$ cat src/rtl/trace_stream_serialiser_pkg.sv
// -----------------------------------------------------------------------------
// gouram_datatypes
// Shared types for the trace path: the packed 160-bit trace record, the beat
// enumeration used to serialise it onto a 32-bit stream, the serialiser FSM
// state type and a helper that selects one 32-bit word of a record.
// No ports (package).
// -----------------------------------------------------------------------------
package gouram_datatypes;

  localparam int TDATA_WIDTH = 32;
  localparam int TRACE_BEATS = 5;

  typedef struct packed {
    logic [31:0] instruction;
    logic [31:0] instr_addr;
    logic [31:0] mem_addr;
    logic [31:0] mem_trans_time_start;
    logic [31:0] mem_trans_time_end;
  } trace_format;

  typedef enum logic [2:0] {
    BEAT_INSTR      = 3'd0,
    BEAT_INSTR_ADDR = 3'd1,
    BEAT_MEM_ADDR   = 3'd2,
    BEAT_TIME_START = 3'd3,
    BEAT_TIME_END   = 3'd4
  } trace_beat_t;

  typedef enum logic {
    ST_IDLE   = 1'b0,
    ST_STREAM = 1'b1
  } ser_state_t;

  // Word of a record carried by a given beat; unreachable beat codes yield zero.
  function automatic logic [TDATA_WIDTH-1:0] trace_word(input trace_format rec,
                                                        input trace_beat_t beat);
    case (beat)
      BEAT_INSTR:      trace_word = rec.instruction;
      BEAT_INSTR_ADDR: trace_word = rec.instr_addr;
      BEAT_MEM_ADDR:   trace_word = rec.mem_addr;
      BEAT_TIME_START: trace_word = rec.mem_trans_time_start;
      BEAT_TIME_END:   trace_word = rec.mem_trans_time_end;
      default:         trace_word = {TDATA_WIDTH{1'b0}};
    endcase
  endfunction

endpackage

$ cat src/rtl/trace_stream_serialiser_fifo.sv
// -----------------------------------------------------------------------------
// trace_record_fifo
// Small register-based FIFO of trace records. A push is accepted when the FIFO
// is not full, or when it is full but the head is popped in the same cycle.
// The head is read straight from storage, so a record written in cycle N is
// first visible in cycle N+1 (no fall-through).
// Ports:
//   clk, rst_n     clock, asynchronous active-low reset
//   push, wr_data  write request and record
//   pop            remove head (ignored when empty)
//   head           current head record
//   occupancy      records held (log2(DEPTH)+1 bits)
//   full, empty    status (full is registered)
//   push_ok        the push in this cycle is accepted
// -----------------------------------------------------------------------------
module trace_record_fifo
  import gouram_datatypes::*;
#(
  parameter int DEPTH = 4
) (
  input  logic                     clk,
  input  logic                     rst_n,
  input  logic                     push,
  input  trace_format              wr_data,
  input  logic                     pop,
  output trace_format              head,
  output logic [$clog2(DEPTH):0]   occupancy,
  output logic                     full,
  output logic                     empty,
  output logic                     push_ok
);

  localparam int AW = $clog2(DEPTH);
  localparam int CW = AW + 1;
  localparam logic [CW-1:0] DEPTH_C = CW'(DEPTH);

  trace_format         mem_r [DEPTH];
  logic [AW-1:0]       wr_ptr_r;
  logic [AW-1:0]       rd_ptr_r;
  logic [CW-1:0]       count_r;
  logic [CW-1:0]       count_next_s;
  logic                full_r;
  logic                pop_ok_s;

  assign empty     = (count_r == {CW{1'b0}});
  assign pop_ok_s  = pop & ~empty;
  assign push_ok   = push & (~full_r | pop_ok_s);
  assign head      = mem_r[rd_ptr_r];
  assign occupancy = count_r;
  assign full      = full_r;

  // Next occupancy from the accepted push/pop pair.
  always_comb begin
    count_next_s = count_r;
    case ({push_ok, pop_ok_s})
      2'b10:   count_next_s = count_r + CW'(1);
      2'b01:   count_next_s = count_r - CW'(1);
      default: count_next_s = count_r;
    endcase
  end

  // Pointers, occupancy and registered full flag.
  always_ff @(posedge clk or negedge rst_n) begin
    if (!rst_n) begin
      wr_ptr_r <= {AW{1'b0}};
      rd_ptr_r <= {AW{1'b0}};
      count_r  <= {CW{1'b0}};
      full_r   <= 1'b0;
    end else begin
      if (push_ok) begin
        wr_ptr_r <= wr_ptr_r + AW'(1);
      end
      if (pop_ok_s) begin
        rd_ptr_r <= rd_ptr_r + AW'(1);
      end
      count_r <= count_next_s;
      full_r  <= (count_next_s == DEPTH_C);
    end
  end

  // Record storage; contents are don't-care until written.
  always_ff @(posedge clk) begin
    if (push_ok) begin
      mem_r[wr_ptr_r] <= wr_data;
    end
  end

endmodule

$ cat src/rtl/trace_stream_serialiser.sv
// -----------------------------------------------------------------------------
// trace_stream_serialiser
// Buffers 160-bit trace records and emits each one as five 32-bit beats on an
// AXI4-Stream-style master. The input side never stalls: records arriving
// while the buffer is full are dropped and the sticky overflow flag is set.
// Optional macro GOURAM_TRACE_DROP_COUNT_EN adds a saturating drop counter
// (drop_count) and a clear input (drop_count_clr) that also clears overflow.
// Ports:
//   clk, rst_n          clock, asynchronous active-low reset
//   trace_in            record (gouram_datatypes::trace_format)
//   trace_valid         one-cycle strobe per record
//   m_tdata/m_tvalid    output beat / valid
//   m_tready            downstream ready
//   m_tlast             final (5th) beat of a record
//   fifo_full           buffer holds FIFO_DEPTH records
//   overflow            at least one record dropped
//   drop_count          (macro only) number of dropped records, saturating
//   drop_count_clr      (macro only) zero drop_count and overflow
// -----------------------------------------------------------------------------
module trace_stream_serialiser
  import gouram_datatypes::*;
#(
  parameter int FIFO_DEPTH = 4
) (
  input  logic                   clk,
  input  logic                   rst_n,
  input  trace_format            trace_in,
  input  logic                   trace_valid,
  output logic [TDATA_WIDTH-1:0] m_tdata,
  output logic                   m_tvalid,
  input  logic                   m_tready,
  output logic                   m_tlast,
  output logic                   fifo_full,
`ifdef GOURAM_TRACE_DROP_COUNT_EN
  output logic [31:0]            drop_count,
  input  logic                   drop_count_clr,
`endif
  output logic                   overflow
);

  localparam int CW = $clog2(FIFO_DEPTH) + 1;

  ser_state_t    state_r;
  ser_state_t    state_next_s;
  logic [2:0]    beat_r;
  logic [2:0]    beat_next_s;
  trace_format   head_s;
  logic [CW-1:0] occupancy_s;
  logic [CW-1:0] occ_after_s;
  logic          fifo_empty_s;
  logic          push_ok_s;
  logic          handshake_s;
  logic          last_beat_s;
  logic          pop_s;
  logic          drop_s;
  logic          overflow_r;

  trace_record_fifo #(
    .DEPTH (FIFO_DEPTH)
  ) u_fifo (
    .clk       (clk),
    .rst_n     (rst_n),
    .push      (trace_valid),
    .wr_data   (trace_in),
    .pop       (pop_s),
    .head      (head_s),
    .occupancy (occupancy_s),
    .full      (fifo_full),
    .empty     (fifo_empty_s),
    .push_ok   (push_ok_s)
  );

  // Outputs decode only state registers and storage, never the inputs.
  assign m_tvalid    = (state_r == ST_STREAM);
  assign last_beat_s = (beat_r == 3'(TRACE_BEATS - 1));
  assign m_tlast     = m_tvalid & last_beat_s;
  assign m_tdata     = m_tvalid ? trace_word(head_s, trace_beat_t'(beat_r))
                                : {TDATA_WIDTH{1'b0}};
  assign handshake_s = m_tvalid & m_tready;
  assign pop_s       = handshake_s & last_beat_s;
  assign drop_s      = trace_valid & ~push_ok_s;
  assign overflow    = overflow_r;

  // Occupancy once this cycle's push and pop have been applied.
  always_comb begin
    occ_after_s = occupancy_s;
    if (push_ok_s) begin
      occ_after_s = occ_after_s + CW'(1);
    end else begin
      occ_after_s = occ_after_s;
    end
    if (pop_s) begin
      occ_after_s = occ_after_s - CW'(1);
    end else begin
      occ_after_s = occ_after_s;
    end
  end

  // Serialiser next state. Entering STREAM on the push itself gives beat 0 in
  // the following cycle; staying in STREAM after a pop avoids a bubble.
  always_comb begin
    state_next_s = state_r;
    beat_next_s  = beat_r;
    case (state_r)
      ST_IDLE: begin
        if (!fifo_empty_s || push_ok_s) begin
          state_next_s = ST_STREAM;
          beat_next_s  = 3'd0;
        end else begin
          state_next_s = ST_IDLE;
        end
      end
      ST_STREAM: begin
        if (handshake_s && last_beat_s) begin
          beat_next_s  = 3'd0;
          state_next_s = (occ_after_s != {CW{1'b0}}) ? ST_STREAM : ST_IDLE;
        end else if (handshake_s) begin
          beat_next_s = beat_r + 3'd1;
        end else begin
          beat_next_s = beat_r;
        end
      end
      default: begin
        state_next_s = ST_IDLE;
        beat_next_s  = 3'd0;
      end
    endcase
  end

  // Serialiser state and beat counter.
  always_ff @(posedge clk or negedge rst_n) begin
    if (!rst_n) begin
      state_r <= ST_IDLE;
      beat_r  <= 3'd0;
    end else begin
      state_r <= state_next_s;
      beat_r  <= beat_next_s;
    end
  end

`ifdef GOURAM_TRACE_DROP_COUNT_EN
  logic [31:0] drop_count_r;
  assign drop_count = drop_count_r;

  // Drop tracking; a drop in the clear cycle counts as the first new drop.
  always_ff @(posedge clk or negedge rst_n) begin
    if (!rst_n) begin
      overflow_r   <= 1'b0;
      drop_count_r <= 32'd0;
    end else if (drop_s) begin
      overflow_r <= 1'b1;
      if (drop_count_clr) begin
        drop_count_r <= 32'd1;
      end else if (drop_count_r != 32'hFFFF_FFFF) begin
        drop_count_r <= drop_count_r + 32'd1;
      end else begin
        drop_count_r <= drop_count_r;
      end
    end else if (drop_count_clr) begin
      overflow_r   <= 1'b0;
      drop_count_r <= 32'd0;
    end else begin
      overflow_r   <= overflow_r;
      drop_count_r <= drop_count_r;
    end
  end
`else
  // Sticky overflow flag, cleared only by reset.
  always_ff @(posedge clk or negedge rst_n) begin
    if (!rst_n) begin
      overflow_r <= 1'b0;
    end else begin
      overflow_r <= overflow_r | drop_s;
    end
  end
`endif

endmodule

$ cat config.mk
export PLATFORM = sky130hd
export DESIGN_NAME = trace_stream_serialiser
export DESIGN_NICKNAME = d
export VERILOG_FILES = /design/src/rtl/trace_stream_serialiser_pkg.sv /design/src/rtl/trace_stream_serialiser_fifo.sv /design/src/rtl/trace_stream_serialiser.sv
export SDC_FILE = /design/constraint.sdc
export NUM_CORES = 1
export LEC_CHECK = 0
export BUFFER_PORTS_ARGS = -buffer_cell sky130_fd_sc_hd__buf_2
export CORE_MARGIN = 4
export CORE_UTILIZATION = 39
export DETAILED_ROUTE_END_ITERATION = 7
export SLEW_MARGIN = 20
export SYNTH_ARGS = -nofsm -noshare
export SYNTH_HDL_FRONTEND = slang
export SYNTH_SLANG_ARGS = --single-unit
$ cat constraint.sdc
create_clock -name clk -period 7.6 [get_ports clk]
set_clock_uncertainty 0.1 [all_clocks]
set_input_delay 1.52 -clock clk [delete_from_list [all_inputs] [get_ports clk]]
set_output_delay 1.52 -clock clk [all_outputs]
set_load 0.02 [all_outputs]
Word level (Yosys, flattened, before mapping)
Memories as Yosys holds them, arrays and structs flattened.
Cells that the tools add are included.
{"block": "classes", "n_addsub": 6, "n_reduce_logical": 7, "n_bitwise": 12, "n_eq_ne": 9, "n_mux": 15}
{"cell": "case mux 32 bit (5 select lines)", "n": 1}
{"cell": "two-way mux 32 bit", "n": 1}
{"cell": "two-way mux 3 bit", "n": 5}
{"cell": "case mux 3 bit (2 select lines)", "n": 2}
{"cell": "adder 3 x 1 -> 3 bit (second input constant)", "n": 2}
{"cell": "bitwise AND 1 bit", "n": 6}
{"cell": "equality test 3 x 2 -> 1 bit (second input constant)", "n": 2}
{"cell": "equality test 3 bit (second input constant)", "n": 2}
{"cell": "logical NOT 3 bit", "n": 2}
{"cell": "subtractor 3 x 1 -> 3 bit (second input constant)", "n": 2}
{"cell": "two-way mux 1 bit", "n": 5}
{"cell": "adder 2 x 1 -> 2 bit (second input constant)", "n": 2}
{"cell": "NOT 1 bit", "n": 4}
{"cell": "equality test 3 x 1 -> 1 bit (second input constant)", "n": 1}
{"cell": "!= test 3 x 1 -> 1 bit (second input constant)", "n": 1}
{"cell": "nonzero test 3 bit", "n": 1}
{"cell": "equality test 2 x 1 -> 1 bit (second input constant)", "n": 1}
{"cell": "equality test 2 bit (second input constant)", "n": 1}
{"cell": "!= test 2 bit (second input constant)", "n": 1}
{"cell": "OR 1 bit", "n": 2}
{"cell": "case mux 1 bit (2 select lines)", "n": 1}
{"cell": "AND reduction 2 bit", "n": 1}
{"cell": "logical AND 1 bit", "n": 1}
{"cell": "logical NOT 1 bit", "n": 1}
{"cell": "logical OR 1 bit", "n": 1}
{"block": "totals", "out_inout_bits": 36, "elab_cells": 57, "inputBits": 164, "regBits": 13, "memories": 1, "ram_bits": 640}
{"memory": "u_fifo.mem_r", "depth": 4, "word_bits": 160, "rd": 1, "rd_clocked_by_memory_dff": 0, "wr": 1, "line": "trace_stream_serialiser_fifo.sv:37", "text": "trace_format mem_r [DEPTH];"}

Longest topological paths before layout
Gate-level depths: netlist of the first run.
{"block": "depth", "depth_word": 12, "mapped_depth": 11, "depth_no_buf": 11}

Cells and area by module
A second synthesis of the first run with hierarchy kept.
{"block": "hier_totals", "hier_cells": 1071, "hier_area_um2": 25054.0}
{"mod": "trace_record_fifo", "instances": 1, "seq_area_each_um2": 19418.6, "cells_each": 879, "area_per_inst_um2": 23540.1}
{"mod": "trace_stream_serialiser", "instances": 1, "seq_area_each_um2": 125.1, "cells_each": 192, "area_per_inst_um2": 1514.0}

Worst setup path after synthesis of the first run
Ideal clock, no wire load.
{"block": "synth_path", "path_type": "input -> register", "from": "input m_tready", "to": "memory u_fifo.mem_r[0][0] (netlist name), enable pin", "cell_stages": 4, "setup_time_ns": 0.540, "path_slack_ns": 1.194, "path_buffers": 0, "t_arrival_ns": 5.766, "required_time_ns": 6.960, "cell_sequence": "and4_1 a31oi_2 inv_2 and2_1"}
{"block": "synth_between", "elab_chain_len": 7}
{"item": "from (decl)", "line": "trace_stream_serialiser.sv:31", "text": "input logic m_tready,"}
{"item": "bitwise AND 1 bit", "line": "trace_stream_serialiser.sv:79", "text": "assign handshake_s = m_tvalid & m_tready;"}
{"item": "bitwise AND 1 bit", "line": "trace_stream_serialiser.sv:80", "text": "assign pop_s = handshake_s & last_beat_s;"}
{"item": "bitwise AND 1 bit", "line": "trace_stream_serialiser_fifo.sv:46", "text": "assign pop_ok_s = pop & ~empty;"}
{"item": "OR 1 bit", "line": "trace_stream_serialiser_fifo.sv:47", "text": "assign push_ok = push & (~full_r | pop_ok_s);"}
{"item": "bitwise AND 1 bit", "line": "trace_stream_serialiser_fifo.sv:47"}
{"item": "named net push_ok_s", "line": "trace_stream_serialiser.sv:51", "text": "logic push_ok_s;"}
{"item": "two-way mux 1 bit", "line": "trace_stream_serialiser_fifo.sv:83", "text": "if (push_ok) begin"}
{"item": "two-way mux 1 bit (implied by the code)", "line": "trace_stream_serialiser_fifo.sv:84", "text": "mem_r[wr_ptr_r] <= wr_data;"}
{"item": "to (decl)", "line": "trace_stream_serialiser_fifo.sv:37"}
The timed path passes the listed nets, and every way through them passes these cells.

Final worst setup path of the first run
{"block": "layout_path", "from": "register beat_r[2]", "to": "output m_tdata[24]"}
{"block": "layout_between", "elab_chain_len": 3, "word_cells_on_any_way": 7, "classes_between": "4 x eq/ne; 2 x mux; 1 x reduce/logical"}
{"item": "from (decl)", "line": "trace_stream_serialiser.sv:45", "text": "logic [2:0] beat_r;"}
{"item": "from (signal assigned)", "line": "trace_stream_serialiser.sv:137", "text": "beat_r <= beat_next_s;"}
{"item": "equality test 3 bit, or another cell as far along", "line": "trace_stream_serialiser_pkg.sv:37", "text": "case (beat)"}
{"item": "case mux 32 bit (5 select lines) (*)", "line": "trace_stream_serialiser_pkg.sv:37"}
{"item": "two-way mux 32 bit (*)", "line": "trace_stream_serialiser.sv:77", "text": "assign m_tdata = m_tvalid ? trace_word(head_s, trace_beat_t'(beat_r))"}
{"item": "to (decl)", "line": "trace_stream_serialiser.sv:29", "text": "output logic [TDATA_WIDTH-1:0] m_tdata,"}
Every way passes the cells marked *; elsewhere a longest branch is shown, timed or not.

==> results of run 1 <==
metrics by stage:
step | area, sq um | power (mW)
after detailed placement | 27030 | 8.544
after global routing | 29190 | 12.15
after floorplan | 25120 | 7.528
after global placement | 27030 | 8.494
after CTS | 29190 | 11.78
final | 29200 | 11.58
cell families after synthesis:
group           count (synthesis)  share of synthesized area
xor+xnor                        6                   0.002092
buf+inv                        74                    0.01683
simple gates                  101                    0.01843
compound gates                143                    0.03880
mux                           226                     0.1379
fa+ha+maj                      16                   0.007969
flops                         653                     0.7780
cells in the mapped netlist (all sizes together), types with 9 or more instances:
library cell    n
edfxtp        640
mux2i         130
mux4           96
o22ai          64
buf            46
nand2          42
nor2           36
a22oi          33
a31oi          33
clkbuf         19
ha             16
dfrtp          13
inv             9
layer usage:
layer / GRT usage / part of all wire
met5: 0 / 0.0036
met1: 0.2032 / 0.40
met4: 0.05339 / 0.028
met2: 0.2680 / 0.50
met3: 0.04635 / 0.064
state kept, by name (all words and copies together) (netlist names):
name and flops:
m_tvalid 1, u_fifo.mem_r 640, u_fifo.wr_ptr_r 2, u_fifo.full 1, beat_r 3, u_fifo.rd_ptr_r 2, overflow 1, u_fifo.occupancy 3
worst paths after layout:
check,to,slack [ns],cells past startpoint
setup / recovery,m_tdata[24],2.31,6
hold / removal,overflow$_DFF_PN0_,0.36,1
setup reg to reg,u_fifo.mem_r[1][110]$_DFFE_PP_,3.83,7
hold reg to reg,overflow$_DFF_PN0_,0.36,1
max in group asynchronous,u_fifo.rd_ptr_r[0]$_DFFE_PN0P_,6.41,1
min in group asynchronous,overflow$_DFF_PN0_,0.72,1
final cells by class:
| type | count | area [sq um] | share of cell area |
|---|---|---|---|
| multi-input combinational | 492 | 5200 | 0.1781 |
| antenna | 7 | 17.52 | 0.0005998 |
| sequential | 653 | 19550 | 0.6695 |
| clock buffer | 84 | 1826 | 0.06251 |
| clock inverter | 39 | 330.3 | 0.01131 |
| inverter | 9 | 33.78 | 0.001157 |
| tap | 846 | 1059 | 0.03625 |
| timing repair buffer | 216 | 1186 | 0.04062 |
power groups by stage:
| stage | sequential [mW] | combinational, mW | clock, mW |
|---|---|---|---|
| final | 5.06 | 3.32 | 3.20 |
| after detailed placement | 5.14 | 3.40 | 0 |
| after CTS | 5.07 | 3.41 | 3.30 |
| after global routing | 5.12 | 3.58 | 3.45 |
| after global placement | 5.10 | 3.39 | 0 |
| after floorplan | 5.13 | 2.40 | 0 |
==> impl_results.md, run 1 <==
* GPL Wtd Cong at roughly 0.7
* CP max-delay cell: o31ai_4
* Crit Path Class: flop to output port
* Largest net degree at the start of global routing at 143
* Main synth FF type: edfxtp_1
* Hold_sp: overflow$_DFF_PN0_
* # clock sinks at 653
* Fin crit share at 0.6965
* PD cells at 396.5 nW/um^2
* Comb pwr share at 0.287
* Max Fclk at between 150 and 200 MHz
* Clock Power Share at 0.276
* Fillers at 5,370
* Number of global-route vias before repair at 12.83k
* Setup Buffers After CTS at 0
* Flop pwr share at 0.437
* CTS Buffer Depth at 3
* Relative slew slack at 0.2732
* Int Pwr at 7.967 mW
* Hold Vio Cnt, Final at 0
* DR vias at around 12k
* Drt drc at 0
* Top Family by Delay on Critical Path: compound AO/OA/AOI/OAI gates
* First-pass GRT wire length at 81.50 mm
* Initial Util at 0.3961
* Setup WS pre-CTS at 2.824 ns
* CP Data Required Time at 5.98 ns
* Final core occ at 0.4604
* CTS tree: done
* Initial drt markers at 837
* Setup WS post-layout at 2.306 ns
* CP startpoint kind: flop
* P&R area growth vs syn at 16.25%
* Via-per-instance ratio at 5.262
* Initial antenna violation count at 26
* Largest cells by area after synthesis: edfxtp_1 (77%), mux4_2 (8.6%), mux2i_1 (5.2%)
* Core area at 63,430 sq um
* Max-cap viol count at 0
* Leading cell type in the layout, fill and taps excluded: edfxtp_1
* Rows at between 90 and 100
* Sequential-to-total area share from yosys stat at 0.7780
* CP Capture Type: output port
* Sw frac at 0.3120
* Clock slew at reported path FFs at ~0.060 ns
* DR WL/cell at ~24 microns
* R2R Path Start: beat_r[0]$_DFFE_PN0P_
* Post_cts resized at 0
* Detailed Place HPWL at ~33 mm
* I/O Buffers at 199
* Post-synthesis register bit count at roughly 650
* Fraction of registers with async set/reset at 0.01991
* Setup Total Neg Slack at 0 ns
* Netlist Area Pre-Place at 25,120 sq um
* CP Cell Sequence: inv_1 > ha_2 > o31ai_4 > buf_4 > a31oi_1 > buf_2
* Fin crit period at 5.294 ns
* Post-Syn Area per Cell at 20.61 sq um
* Post-synth EDFFs at 640
* Num CTS Buffers at 70
* Hold bufs inserted after CTS at 0
* Cells after DPL at 2,216
* Leak at 9.811 nW
* VDD IR-drop max at 0.0002210 V
* Top-area cell type share of the netlist area at 0.7651
* Yosys cell types at 37
* Worst stage delay on the critical path at 0.84 ns
* Die W at 261.8 microns
* Worst-Margin Slew at 1.090 ns
* Psw at 3.612 mW
* Mapped Nets at about 1.4k
* WP buf/inv at 3
* Max FO, Critical Path at 33
* Layout cells sized above 1 at 0.2860
* Ys Warns at 0
* Synthesized netlist cell count at 1,219
* Num ports at 200
* Total Nets Final at roughly 1.6k
* Fin. max-slew vios at 0
* Latest clock arrival within the worst-skew pair at ~0.59 ns
* H-tree depth at 3
* Status: finished, final reports clean
* Clock root buffer: clkbuf_16
* Start point of the critical path: beat_r[2]$_DFFE_PN0P_
* Hold Slack at 0.3605 ns
* RSZ-0062 raised after global routing: no
* Antenna Nets Post-Route at 0
* Post-Layout Cell Count at 2,346
* Commonest non-fill, non-tap cells in the layout: edfxtp_1 (640), buf_2 (199), mux2i_1 (130)
* Worst hold path type: flop to flop
* GRT overflow at 0
* Gr usage total at 0.1605
* Setup-failing EPs final at 0
* Die height at 261.8 microns
* DIE AREA at 68,540 sq um
* Router iterations before antenna repair at 5
* CP Data Arrival Time at 3.67 ns
* Synth area leader: edfxtp_1
* WL final at 55.56 mm
No activity file was read; power rests on OpenSTA's default activity.
==> run 2: changes to the inputs <==
==> constraint.sdc (replaced) <==
create_clock -name clk -period 4.8 [get_ports clk]
set_clock_uncertainty 0.1 [all_clocks]
set_input_delay 0.96 -clock clk [delete_from_list [all_inputs] [get_ports clk]]
set_output_delay 0.96 -clock clk [all_outputs]
set_load 0.02 [all_outputs]
==> run 2 against run 1 <==
Effect of this change:
- final cell count grew 0.94%
- clock power up 60%
- die area unchanged
- count of clock-buffer cells in the layout is 4 higher
- register-to-register slack got worse by 2.3 ns
- first-iteration DRC count is 22% higher
- hold slack worse by 0.19 ns
- combinational power is 64% higher
- critical path type unchanged
==> impl_results.md, run 2 (synthesis results as in run 1) <==
* Max FO, Critical Path at 17
* Fillers at around 5.3k
* Max-cap viol count at 0
* Fin crit share at 0.9074
* Rows at between 90 and 100
* Worst hold path type: input port to async pin
* DIE AREA at 68,540 sq um
* Layout cells sized above 1 at 0.2927
* Fin crit period at 4.356 ns
* Die W at around 260 microns
* Hold Vio Cnt, Final at 0
* Gr usage total at 0.1632
* Latest clock arrival within the worst-skew pair at just under 0.6 ns
* Commonest non-fill, non-tap cells in the layout: edfxtp_1 (640), buf_2 (199), mux2i_1 (130)
* VDD IR-drop max at slightly below 0.0004 V
* Initial Util at 0.3961
* Relative slew slack at 0.3884
* First-pass GRT wire length at between 80 and 90 mm
* WL final at 56.52 mm
* # clock sinks at 653
* P&R area growth vs syn at 17.20%
* Num CTS Buffers at 71
* Reg with most FFs: u_fifo.mem_r
* DR WL/cell at 23.87 microns
* Status: finished, final reports clean
* Post_cts resized at 0
* Initial antenna violation count at 28
* Hold bufs inserted after CTS at 0
* Largest register FFs at 640
* Total Nets Final at 1,637
* Clock slew at reported path FFs at about 0.060 ns
* Number of global-route vias before repair at roughly 13k
* Detailed Place HPWL at roughly 34 mm
* GPL Wtd Cong at 0.7221
* CP Data Required Time at 3.74 ns
* PD cells at 628.3 nW/um^2
* GRT overflow at 0
* Setup-failing EPs final at 0
* CTS tree: done
* Clock root buffer: clkbuf_16
* Setup WS pre-CTS at approximately 1.1 ns
* Worst-Margin Slew at 0.9174 ns
* Setup Total Neg Slack at 0 ns
* Router iterations before antenna repair at 5
* Setup WS post-layout at 0.4445 ns
* Crit Path Class: flop to output port
* Leading cell type in the layout, fill and taps excluded: edfxtp_1
* Max Fclk at 229.6 MHz
* CP Data Arrival Time at 3.30 ns
* Via-per-instance ratio at 5.240
* DR vias at 12.41k
* Die height at 261.8 microns
* Fin. max-slew vios at 0
* H-tree depth at 3
* Drt drc at 0
* Leak at 9.903 nW
* CP Capture Type: output port
* Largest net degree at the start of global routing at 101
* Setup Buffers After CTS at 0
* Antenna Nets Post-Route at 0
* Initial drt markers at 1,021
* Num ports at 200
* CP startpoint kind: flop
* I/O Buffers at 199
* CTS Buffer Depth at 3
* RSZ-0062 raised after global routing: no
* Core area at 63,430 sq um
run 2: cell types whose count changed in the layout (fill, tap and decap cells not counted), moves of 2 or more:
cell / delta
bufinv_16: -2
inv_6: +2
clkbuf_16: +3
clkinvlp_4: +4
buf_12: +7
buf_4: +7
clkinv_2: -6
diode_2: +5
run 2: where the power goes:
| part | total [mW] | switching [mW] | leakage [nW] | internal [mW] |
|---|---|---|---|---|
| clock | 5.11 | 2.13 | 1.06 | 2.98 |
| sequential | 7.94 | 0.331 | 6.03 | 7.61 |
| combinational | 5.45 | 3.33 | 2.81 | 2.12 |
run 2: worst paths after layout:
| kind | start | end | slack (ns) | cells after the start |
|---|---|---|---|---|
| setup / recovery | beat_r[0]$_DFFE_PN0P_ | m_tdata[14] | 0.44 | 8 |
| hold / removal | rst_n | u_fifo.occupancy[0]$_DFF_PN0_ | 0.17 | 1 |
| setup reg to reg | beat_r[0]$_DFFE_PN0P_ | u_fifo.mem_r[0][119]$_DFFE_PP_ | 1.53 | 7 |
| hold reg to reg | overflow$_DFF_PN0_ | overflow$_DFF_PN0_ | 0.37 | 1 |
| max in group asynchronous | rst_n | u_fifo.rd_ptr_r[0]$_DFFE_PN0P_ | 4.15 | 1 |
| min in group clk | overflow$_DFF_PN0_ | overflow$_DFF_PN0_ | 0.37 | 1 |
run 2: layer usage:
layer | share of wire | track usage
met2 | 0.50 | 0.2707
met4 | 0.016 | 0.03930
met1 | 0.41 | 0.2106
met5 | 0.0030 | 0
met3 | 0.076 | 0.05329
run 2: cell type report:
type	count	area (sq um)	share of cell area
Clock buffer	88	1904	0.06468
Tap cell	846	1059	0.03595
Clock inverter	38	284.0	0.009647
Sequential cell	653	19550	0.6641
Antenna cell	12	30.03	0.001020
Multi-Input combinational cell	492	5200	0.1766
Timing Repair Buffer	230	1379	0.04683
Inverter	9	33.78	0.001147
run 2: metrics by stage:
stage / total power [mW] / util / std cells / hold WS (ns) / cell area (sq um)
global placement: 13.57 / 0.4292 / 2230 / 0.3621 / 27220
finish: 18.50 / 0.4642 / 2368 / 0.1657 / 29440
floorplan: 11.80 / - / 1219 / 0.3998 / 25130
CTS: 18.80 / 0.4637 / 2356 / 0.1357 / 29410
detailed placement: 13.66 / 0.4292 / 2230 / 0.3615 / 27220
global route: 19.41 / 0.4638 / 2359 / 0.1555 / 29420
run 2: critical path: stages, from the launching register on:
cell	delay, ns
dfrtp_1	0.41
inv_1	0.12
ha_1	0.25
or3b_2	0.75
buf_4	0.35
o22ai_1	0.22
nor2_1	0.13
a31oi_1	0.25
buf_2	0.21
==> run 3: changes to the inputs <==
--- a/config.mk
+++ b/config.mk
@@ -6,7 +6,7 @@
 export NUM_CORES = 1
 export LEC_CHECK = 0
 export BUFFER_PORTS_ARGS = -buffer_cell sky130_fd_sc_hd__buf_2
-export CORE_MARGIN = 4
+export CORE_MARGIN = 3
 export CORE_UTILIZATION = 39
 export DETAILED_ROUTE_END_ITERATION = 7
 export SLEW_MARGIN = 20
==> run 3 against run 2 <==
Effect of this change:
- die area fell by 1.5%
- setup slack improved by 0.096 ns
- flip-flop and latch count did not move
- total power rose by 0.61%
- register-to-register slack improved by 0.05 ns
- non-clock buffer count did not move
- final area rose by 0.15%
- clock power rose by 1%
- final cell count fell by 0.38%
- highest routed layer unchanged
- largest power group unchanged
==> impl_results.md, run 3 (synthesis results as in run 1) <==
* Die W at 259.8 microns
* GPL Wtd Cong at approximately 0.74
* VDD IR-drop max at 0.0003911 V
* Worst stage delay on the critical path at 0.43 ns
* Initial antenna violation count at 27
* Antenna Nets Post-Route at 0
* DIE AREA at 67,490 sq um
* Clock root buffer: clkbuf_16
* Start point of the critical path: beat_r[0]$_DFFE_PN0P_
* Num CTS Buffers at just over 70
* Number of global-route vias before repair at 13.19k
* Status: finished, final reports clean
* CP Capture Type: output port
* Router iterations before antenna repair at 5
* Gr usage total at 0.1697
* Layout cells sized above 1 at 0.2937
* Drt drc at 0
* Max Fclk at between 200 and 250 MHz
* CP Data Required Time at between 3 and 4 ns
* Relative slew slack at 0.4956
* Rows at between 90 and 100
* Leak at 9.931 nW
* Fin crit period at 4.260 ns
* GRT overflow at 0
* Largest net degree at the start of global routing at 68
* R2R Path Start: beat_r[0]$_DFFE_PN0P_
* R2R Path End: u_fifo.mem_r[3][46]$_DFFE_PP_
* Hold bufs inserted after CTS at 0
* Clock slew at reported path FFs at approximately 0.06 ns
* Register-to-register setup slack at 1.58 ns
* H-tree depth at 3
* WL final at 56.88 mm
* CTS Buffer Depth at 3
* Initial Util at 0.3961
* RSZ-0062 raised after global routing: no
* I/O Buffers at 199
* CP Cell Sequence: inv_1 > ha_1 > nand3_2 > buf_4 > o22ai_1 > nor2_1 > a31oi_1 > buf_2
* Crit Path Class: flop to output port
* Setup-failing EPs final at 0
* Post_cts resized at 0
* P&R area growth vs syn at 17.37%
* Register area at about 20,000 sq um
* Core area at 63,430 sq um
* Die height at 259.8 microns
* Num ports at 200
* DR WL/cell at approximately 24 microns
* Area of the multi-input gates at 5202 sq um
* Overall power at 18.61 mW
* Hold Vio Cnt, Final at 0
* Leading cell type in the layout, fill and taps excluded: edfxtp_1
* CP startpoint kind: flop
* Fin crit share at 0.8874
* WP buf/inv at 3
* Detailed Place HPWL at 34.23 mm
* R2R cell count at 7
* Setup Total Neg Slack at 0 ns
* Worst hold path type: input port to async pin
* Via-per-instance ratio at 5.261
* DR vias at about 12k
* Total Nets Final at 1,637
* CTS tree: done
* Latest clock arrival within the worst-skew pair at 0.58 ns
* Commonest non-fill, non-tap cells in the layout: edfxtp_1 (640), buf_2 (199), mux2i_1 (130)
* PD cells at approximately 630 nW/um^2
* Max FO, Critical Path at 20
* Setup Buffers After CTS at 0
* CP Data Arrival Time at around 3.2 ns
* Fillers at 5,372
* # clock sinks at 653
* Reg with most FFs: u_fifo.mem_r
* Top Family by Delay on Critical Path: buffers and inverters
* Final core occ at 0.4649
* Max-cap viol count at 0
* CP max-delay cell: nand3_2
* Fin. max-slew vios at 0
* Initial drt markers at 1,033
* Worst-Margin Slew at 0.7566 ns
* Largest register FFs at 640
* First-pass GRT wire length at 84.77 mm
run 3: changes by cell type in the layout (fill, tap and decap cells not counted), sizes merged:
cell,change
clkinv,+3
clkbuf,-5
clkinvlp,-2
bufinv,+2
diode,-4
inv,-3
run 3: report_power, final:
group / total (mW) / switching, mW / internal, mW / leakage, nW
clock network: 5.16 / 2.12 / 3.04 / 1.07
registers: 7.97 / 0.368 / 7.61 / 6.03
logic: 5.48 / 3.32 / 2.16 / 2.83
total: 18.6 / 5.81 / 12.8 / 9.93
run 3: worst max path at each step:
stage | end | slack [ns] | cells past startpoint
floorplan | u_fifo.mem_r[0][0]$_DFFE_PP_ | 0.76 | 4
global placement | m_tdata[14] | 1.09 | 7
detailed placement | m_tdata[7] | 1.06 | 8
CTS | m_tdata[7] | 0.41 | 8
global route | m_tdata[7] | 0.33 | 8
finish | m_tdata[7] | 0.54 | 8
run 3: cell type report:
type | count | area share
sequential | 653 | 0.6631
multi-input combinational | 492 | 0.1764
clock buffer | 83 | 0.06323
timing repair buffer | 230 | 0.04804
tap | 846 | 0.03590
clock inverter | 38 | 0.01146
inverter | 9 | 0.001146
antenna | 8 | 0.0006790
run 3: per-layer routing:
layer	routed length (microns)	vias up	GRT usage
li1	-	5519	-
met1	23030	6382	0.2184
met2	27930	346	0.2761
met3	3968	138	0.04635
met4	1787	26	0.06322
met5	176	-	0
run 3: per-stage QoR:
stage	instances	hold WS, ns	worst slack [ns]	area, sq um
global placement	2230	0.3523	1.090	27260
detailed placement	2230	0.3600	1.059	27260
finish	2359	0.1810	0.5404	29480
global route	2356	0.1643	0.3262	29480
CTS	2351	0.1370	0.4115	29460
floorplan	1219	0.3998	0.7550	25130
